--- config.mk ---
export PLATFORM = sky130hd
export DESIGN_NAME = ef_smsdac_dec
export DESIGN_NICKNAME = d
export VERILOG_FILES = /design/src/rtl/ef_smsdac_dec_pkg.sv /design/src/rtl/ef_smsdac_popcnt.sv /design/src/rtl/ef_smsdac_dec.sv
export SDC_FILE = /design/constraint.sdc
export NUM_CORES = 1
export LEC_CHECK = 0
export CAP_MARGIN = 25
export CORE_UTILIZATION = 49
export DETAILED_ROUTE_END_ITERATION = 10
export GPL_TIMING_DRIVEN = 0
export PLACE_DENSITY = 0.67
export SLEW_MARGIN = 20
export SYNTH_ARGS = -nofsm -noshare
export SYNTH_HDL_FRONTEND = slang
export SYNTH_SLANG_ARGS = --single-unit
--- constraint.sdc ---
create_clock -name i_clk -period 9.35 [get_ports i_clk]
set_input_delay 0.935 -clock i_clk [delete_from_list [all_inputs] [get_ports i_clk]]
set_output_delay 0.935 -clock i_clk [all_outputs]
set_load 0.005 [all_outputs]
--- src/rtl/ef_smsdac_dec_pkg.sv ---
// ef_smsdac_dec_pkg: shared constants, usage-FSM states and helpers for the element decoder/checker.
package ef_smsdac_dec_pkg;
    typedef enum logic [1:0] {ST_IDLE, ST_ACCUM, ST_SCAN, ST_DONE} state_t;
    localparam int DEF_ENC_LAT  = 1;
    localparam int DEF_WIN_LOG2 = 8;
    function automatic int clog2(input int v);
        int r;
        r = 0;
        while ((1 << r) < v) r++;
        return r;
    endfunction
endpackage

--- src/rtl/ef_smsdac_popcnt.sv ---
// ef_smsdac_popcnt: combinational population count of N unit-element bits.
module ef_smsdac_popcnt #(
    parameter int N = 15,
    parameter int W = 4
) (
    input  logic [N-1:0] i_bits,
    output logic [W-1:0] o_cnt
);
    always_comb begin
        o_cnt = '0;
        for (int k = 0; k < N; k++) o_cnt = o_cnt + W'(i_bits[k]);
    end
endmodule

--- src/rtl/ef_smsdac_dec.sv ---
// ef_smsdac_dec: decodes the element vector by popcount, checks it against the aligned
// encoder code, and measures windowed element-usage spread.
module ef_smsdac_dec
    import ef_smsdac_dec_pkg::*;
#(
    parameter int BITS     = 4,
    parameter int N_ELEM   = 2**BITS-1,
    parameter int ENC_LAT  = DEF_ENC_LAT,
    parameter int WIN_LOG2 = DEF_WIN_LOG2
) (
    input  logic                i_clk,
    input  logic                i_rst,
    input  logic                i_en,
    input  logic [BITS-1:0]     i_x,
    input  logic [N_ELEM-1:0]   i_elem,
    input  logic                i_start,
    output logic [BITS-1:0]     o_sum,
    output logic                o_mismatch,
    output logic                o_err_sticky,
    output logic [7:0]          o_err_cnt,
    output logic                o_busy,
    output logic                o_done,
    output logic [WIN_LOG2:0]   o_spread
);
    localparam int CW  = WIN_LOG2 + 1;
    localparam int WIN = 1 << WIN_LOG2;
    localparam int IW  = clog2(N_ELEM) > 0 ? clog2(N_ELEM) : 1;

    logic [BITS-1:0] pc, x_al;
    logic            vld;

    ef_smsdac_popcnt #(.N(N_ELEM), .W(BITS)) u_popcnt (.i_bits(i_elem), .o_cnt(pc));

    if (ENC_LAT == 0) begin : g_wire
        assign x_al = i_x;
        assign vld  = 1'b1;
    end else begin : g_dly
        logic [BITS-1:0]    x_q [ENC_LAT];
        logic [ENC_LAT-1:0] v_q;
        always_ff @(posedge i_clk or posedge i_rst) begin
            if (i_rst) begin
                x_q <= '{default: '0};
                v_q <= '0;
            end else begin
                x_q[0] <= i_x;
                for (int k = 1; k < ENC_LAT; k++) x_q[k] <= x_q[k-1];
                v_q <= (v_q << 1) | ENC_LAT'(1);
            end
        end
        assign x_al = x_q[ENC_LAT-1];
        assign vld  = v_q[ENC_LAT-1];
    end

    logic            mis_d, sticky_d;
    logic [7:0]      err_d;
    state_t          state_q, state_d;
    logic [CW-1:0]   cnt_q [N_ELEM];
    logic [CW-1:0]   cnt_d [N_ELEM];
    logic [CW-1:0]   cyc_q, cyc_d, max_q, max_d, min_q, min_d, spread_d, cur;
    logic [IW-1:0]   idx_q, idx_d;
    logic            done_d;

    always_comb begin
        mis_d    = i_en & vld & (pc != x_al);
        sticky_d = o_err_sticky | mis_d;
        err_d    = (mis_d && o_err_cnt != 8'hff) ? o_err_cnt + 8'd1 : o_err_cnt;
    end

    // Usage window: accumulate per-element hits, then walk the counters for max/min.
    always_comb begin
        state_d  = state_q;
        cnt_d    = cnt_q;
        cyc_d    = cyc_q;
        idx_d    = idx_q;
        max_d    = max_q;
        min_d    = min_q;
        spread_d = o_spread;
        done_d   = 1'b0;
        cur      = cnt_q[idx_q];
        case (state_q)
            ST_IDLE: if (i_start) begin
                state_d = ST_ACCUM;
                cnt_d   = '{default: '0};
                cyc_d   = '0;
            end
            ST_ACCUM: begin
                for (int k = 0; k < N_ELEM; k++) cnt_d[k] = cnt_q[k] + CW'(i_elem[k]);
                cyc_d   = cyc_q + 1'b1;
                idx_d   = '0;
                state_d = (cyc_q == CW'(WIN - 1)) ? ST_SCAN : ST_ACCUM;
            end
            ST_SCAN: begin
                max_d   = (idx_q == '0 || cur > max_q) ? cur : max_q;
                min_d   = (idx_q == '0 || cur < min_q) ? cur : min_q;
                idx_d   = idx_q + 1'b1;
                state_d = (idx_q == IW'(N_ELEM - 1)) ? ST_DONE : ST_SCAN;
            end
            ST_DONE: begin
                spread_d = max_q - min_q;
                done_d   = 1'b1;
                state_d  = ST_IDLE;
            end
        endcase
    end

    always_ff @(posedge i_clk or posedge i_rst) begin
        if (i_rst) begin
            o_sum        <= '0;
            o_mismatch   <= 1'b0;
            o_err_sticky <= 1'b0;
            o_err_cnt    <= '0;
            state_q      <= ST_IDLE;
            cnt_q        <= '{default: '0};
            cyc_q        <= '0;
            idx_q        <= '0;
            max_q        <= '0;
            min_q        <= '0;
            o_spread     <= '0;
            o_done       <= 1'b0;
        end else begin
            o_sum        <= pc;
            o_mismatch   <= mis_d;
            o_err_sticky <= sticky_d;
            o_err_cnt    <= err_d;
            state_q      <= state_d;
            cnt_q        <= cnt_d;
            cyc_q        <= cyc_d;
            idx_q        <= idx_d;
            max_q        <= max_d;
            min_q        <= min_d;
            o_spread     <= spread_d;
            o_done       <= done_d;
        end
    end

    assign o_busy = (state_q != ST_IDLE);
endmodule

==> qor.txt <==
final worst-path cycle share = 0.5689
worst setup path start = i_elem[0]
outcome = finished, violations left
# hold bufs at CTS = 0
final WL = 25,860 µm
maxcap violations = 0
global-route wire length before repair = 43,130 µm
fmax = 188.0 MHz
DP Wirelength = 19,350 µm
Mean Syn Cell Area = 10.50 µm²
fin crit period = 5.319 ns
Iteration-0 DRC Markers = 631
post-DR vias/cell = 5.753
RSZ-0062 raised after global routing = no
largest net degree at the start of global routing = 72
Initial DRT Pass Iterations = 8
met3 wirelength from detailed routing = 1132 µm
die width = 152.3 µm
most used cell, CP = fa_1
CP startpoint kind = input pin
M1 WL = 11,610 µm
Final WS setup = 4.031 ns
# DRC = 2
clk sinks = 197
top post-synthesis cells by area = dfrtp_1 45%, ha_1 8.0%, xor2_1 7.0%, mux4_2 5.1%, nor2_1 3.7%
Worst R2R End = max_q[8]$_DFFE_PP0P_
Worst Path Buf+Inv = 3
sequential area share after synthesis = 0.4452
Final Hold Fails = 0
YS warnings = 0
Hold Crit Class = register to register
worst skew pair latency = 0.45 ns
area share of the largest cell type after synthesis = 0.4452
cell with the most instances after synthesis = dfrtp_1
H-tree levels = 4
Worst Setup End Kind = register
fraction of registers with async set/reset = 1.000
critical path cell sequence = clkdlybuf4s50_1, ha_1, inv_1, fa_1, fa_1, fa_1, fa_1, inv_1, ha_1, fa_1, xor2_1, xor2_1, nor4_4, nor4_1, mux2_2
cts bufs inserted = 17
final setup vio count = 0
reg2reg path depth = 15
Layout area overhead = 13.44%
Least-Margin Pin Slew = 0.7240 ns
CTS max path bufs = 2
CTS clk-pin slew, worst paths = 0.07 ns
core area = 21,960 µm²
critical path arrival = 5.65 ns
Max stage delay on crit path = 0.54 ns
die area = 23,200 µm²
initial core utilization = 0.5043
Resized cells post-CTS = 0
Stages on worst setup path = 15
root buf cell = clkbuf_16
post-placement worst setup slack = 3.556 ns
total grt overflow = 0
DRT antenna net count = 0
Setup Buffers After CTS = 0
fraction of layout instances using a drive strength above 1 = 0.08466
Lkg Pwr = 5.602 nW
Worst R2R Start = idx_q[1]$_DFFE_PP0P_
total negative setup slack = 0 ns
top_reg_cell synth = dfrtp_1
CP max-delay cell = fa_1
Post-synth EDFFs = 0
WL met2 = 12,490 µm
Setup crit end = o_err_cnt[6]$_DFFE_PP0P_
clock skew = 0.009900 ns
GRT Util Overall = 0.2379
final net count = 1,227
fin. max-slew vios = 0
Power Density = 236.3 nW/µm²
worst-path maximum fanout = 8
total power = 2.968 mW
synthesis-stage register bit count = 197
Die H = 152.3 µm
synth unique cells = 54
Yosys top cell by area = dfrtp_1
Cell Area, Synth = 11,070 µm²
Cells after Synth = 1,055
Wirelength per Cell = 18.29 µm
WP data required = 9.68 ns
failing checks = DRC
Top Layer Used = met4
via count = 8,135
most frequent cells after synthesis = 197 x dfrtp_1, 108 x nor2_1, 89 x nand2_1, 89 x xor2_1, 71 x ha_1
flop2flop setup slack = 5.15 ns
port bufs = 47
gpl congestion = 0.9123
WS Path Type = input pin to register
CTS tree = yes
I/O pins = 48
syn nets = 1,159
worst hold slack = 0.4806 ns
initial antenna violation count = 0
worst ir drop on vdd = 130.2 µV
worst relative slew slack = 0.5123
# diodes = 0
vias in the first global route = 8,304
row cnt = 54
delay-heaviest family, CP = adder cells
[routing by layer]
layer  GRT usage  up-vias
met5           0        -
met1      0.3096     4053
li1            -     3847
met3     0.04295       34
met4     0.09281        0
met2      0.3961      201
[cell families (layout without fill, tap and decap cells)]
kind of cell               after synthesis  after routing  synth area share
other                                    1              1         0.0003387
and+or+nand+nor                        337            337            0.1462
muxes                                   66             66           0.09345
DFF                                    197            197            0.4452
xor gates and xnor gates                96             96           0.07718
buffers and inverters                  109            188           0.03989
AOI/OAI and AO/OA                      168            168           0.09944
adders and majority gates               81             81           0.09830
[through the flow]
stage	instances	cell area, µm²	util
finish	1414	12560	0.5720
global route	1414	12560	0.5720
CTS	1414	12560	0.5720
detailed placement	1384	11960	0.5445
global placement	1382	11890	0.5417
floorplan	1055	11070	-
[worst min-delay path by stage]
stage | from | end | slack [ns] | cells after the start
after global placement | o_err_sticky$_DFF_PP0_ | o_err_sticky$_DFF_PP0_ | 0.46 | 1
final | o_err_sticky$_DFF_PP0_ | o_err_sticky$_DFF_PP0_ | 0.48 | 1
after detailed placement | o_err_sticky$_DFF_PP0_ | o_err_sticky$_DFF_PP0_ | 0.46 | 1
after CTS | o_err_sticky$_DFF_PP0_ | o_err_sticky$_DFF_PP0_ | 0.48 | 1
after floorplan | o_err_sticky$_DFF_PP0_ | o_err_sticky$_DFF_PP0_ | 0.46 | 1
after global routing | o_err_sticky$_DFF_PP0_ | o_err_sticky$_DFF_PP0_ | 0.50 | 1
[sequential cells by signal, indices dropped and copies added, names as in the netlist, named ones only]
register,count
g_dly.v_q,1
o_done,1
g_dly.x_q,4
o_spread,9
state_q,1
o_err_sticky,1
max_q,9
cnt_q,135
cyc_q,9
o_sum,4
min_q,9
o_mismatch,1
o_err_cnt,8
idx_q,4
[cells in the final DEF, fill, tap and decap left out, types with 16 or more instances in the layout]
cell,n
dfrtp_1,197
nor2_1,108
nand2_1,89
xor2_1,89
ha_1,71
inv_1,68
o21ai_0,53
nand4_1,50
clkdlybuf4s50_1,47
a21oi_1,41
a22o_1,36
or3_1,32
mux4_2,25
clkbuf_1,24
mux2_2,23
and3_1,17
clkbuf_16,17
mux2i_1,16
[worst reg2reg max path, cell delays in order (launching register included)]
cell and delay, ns:
dfrtp_1 0.37, buf_2 0.20, buf_6 0.19, buf_2 0.31, buf_2 0.38, mux4_2 0.39, a22oi_1 0.26, o21ai_0 0.33
ha_1 0.40, nor2b_1 0.13, o211ai_1 0.15, a31oi_1 0.11, o21bai_1 0.14, a21o_1 0.12, buf_2 0.24, mux2_2 0.37
[area by class of cell]
| cell class | instances | area, µm² |
|---|---|---|
| tap | 280 | 350.3 |
| inverter | 69 | 266.5 |
| multi-input combinational | 749 | 5702 |
| fill | 1913 | 9398 |
| buffer | 40 | 182.7 |
| timing repair buffer | 49 | 525.5 |
| clock buffer | 20 | 456.7 |
| sequential | 197 | 4930 |
| clock inverter | 10 | 147.6 |
[power by group]
group,switching (mW),leakage (nW),internal (mW),total (mW)
Combinational,0.430,2.77,0.428,0.858
Clock,0.333,0.285,0.435,0.768
Sequential,0.266,2.55,1.08,1.34
Total,1.03,5.60,1.94,2.97
(Power assumes the default switching activity.)
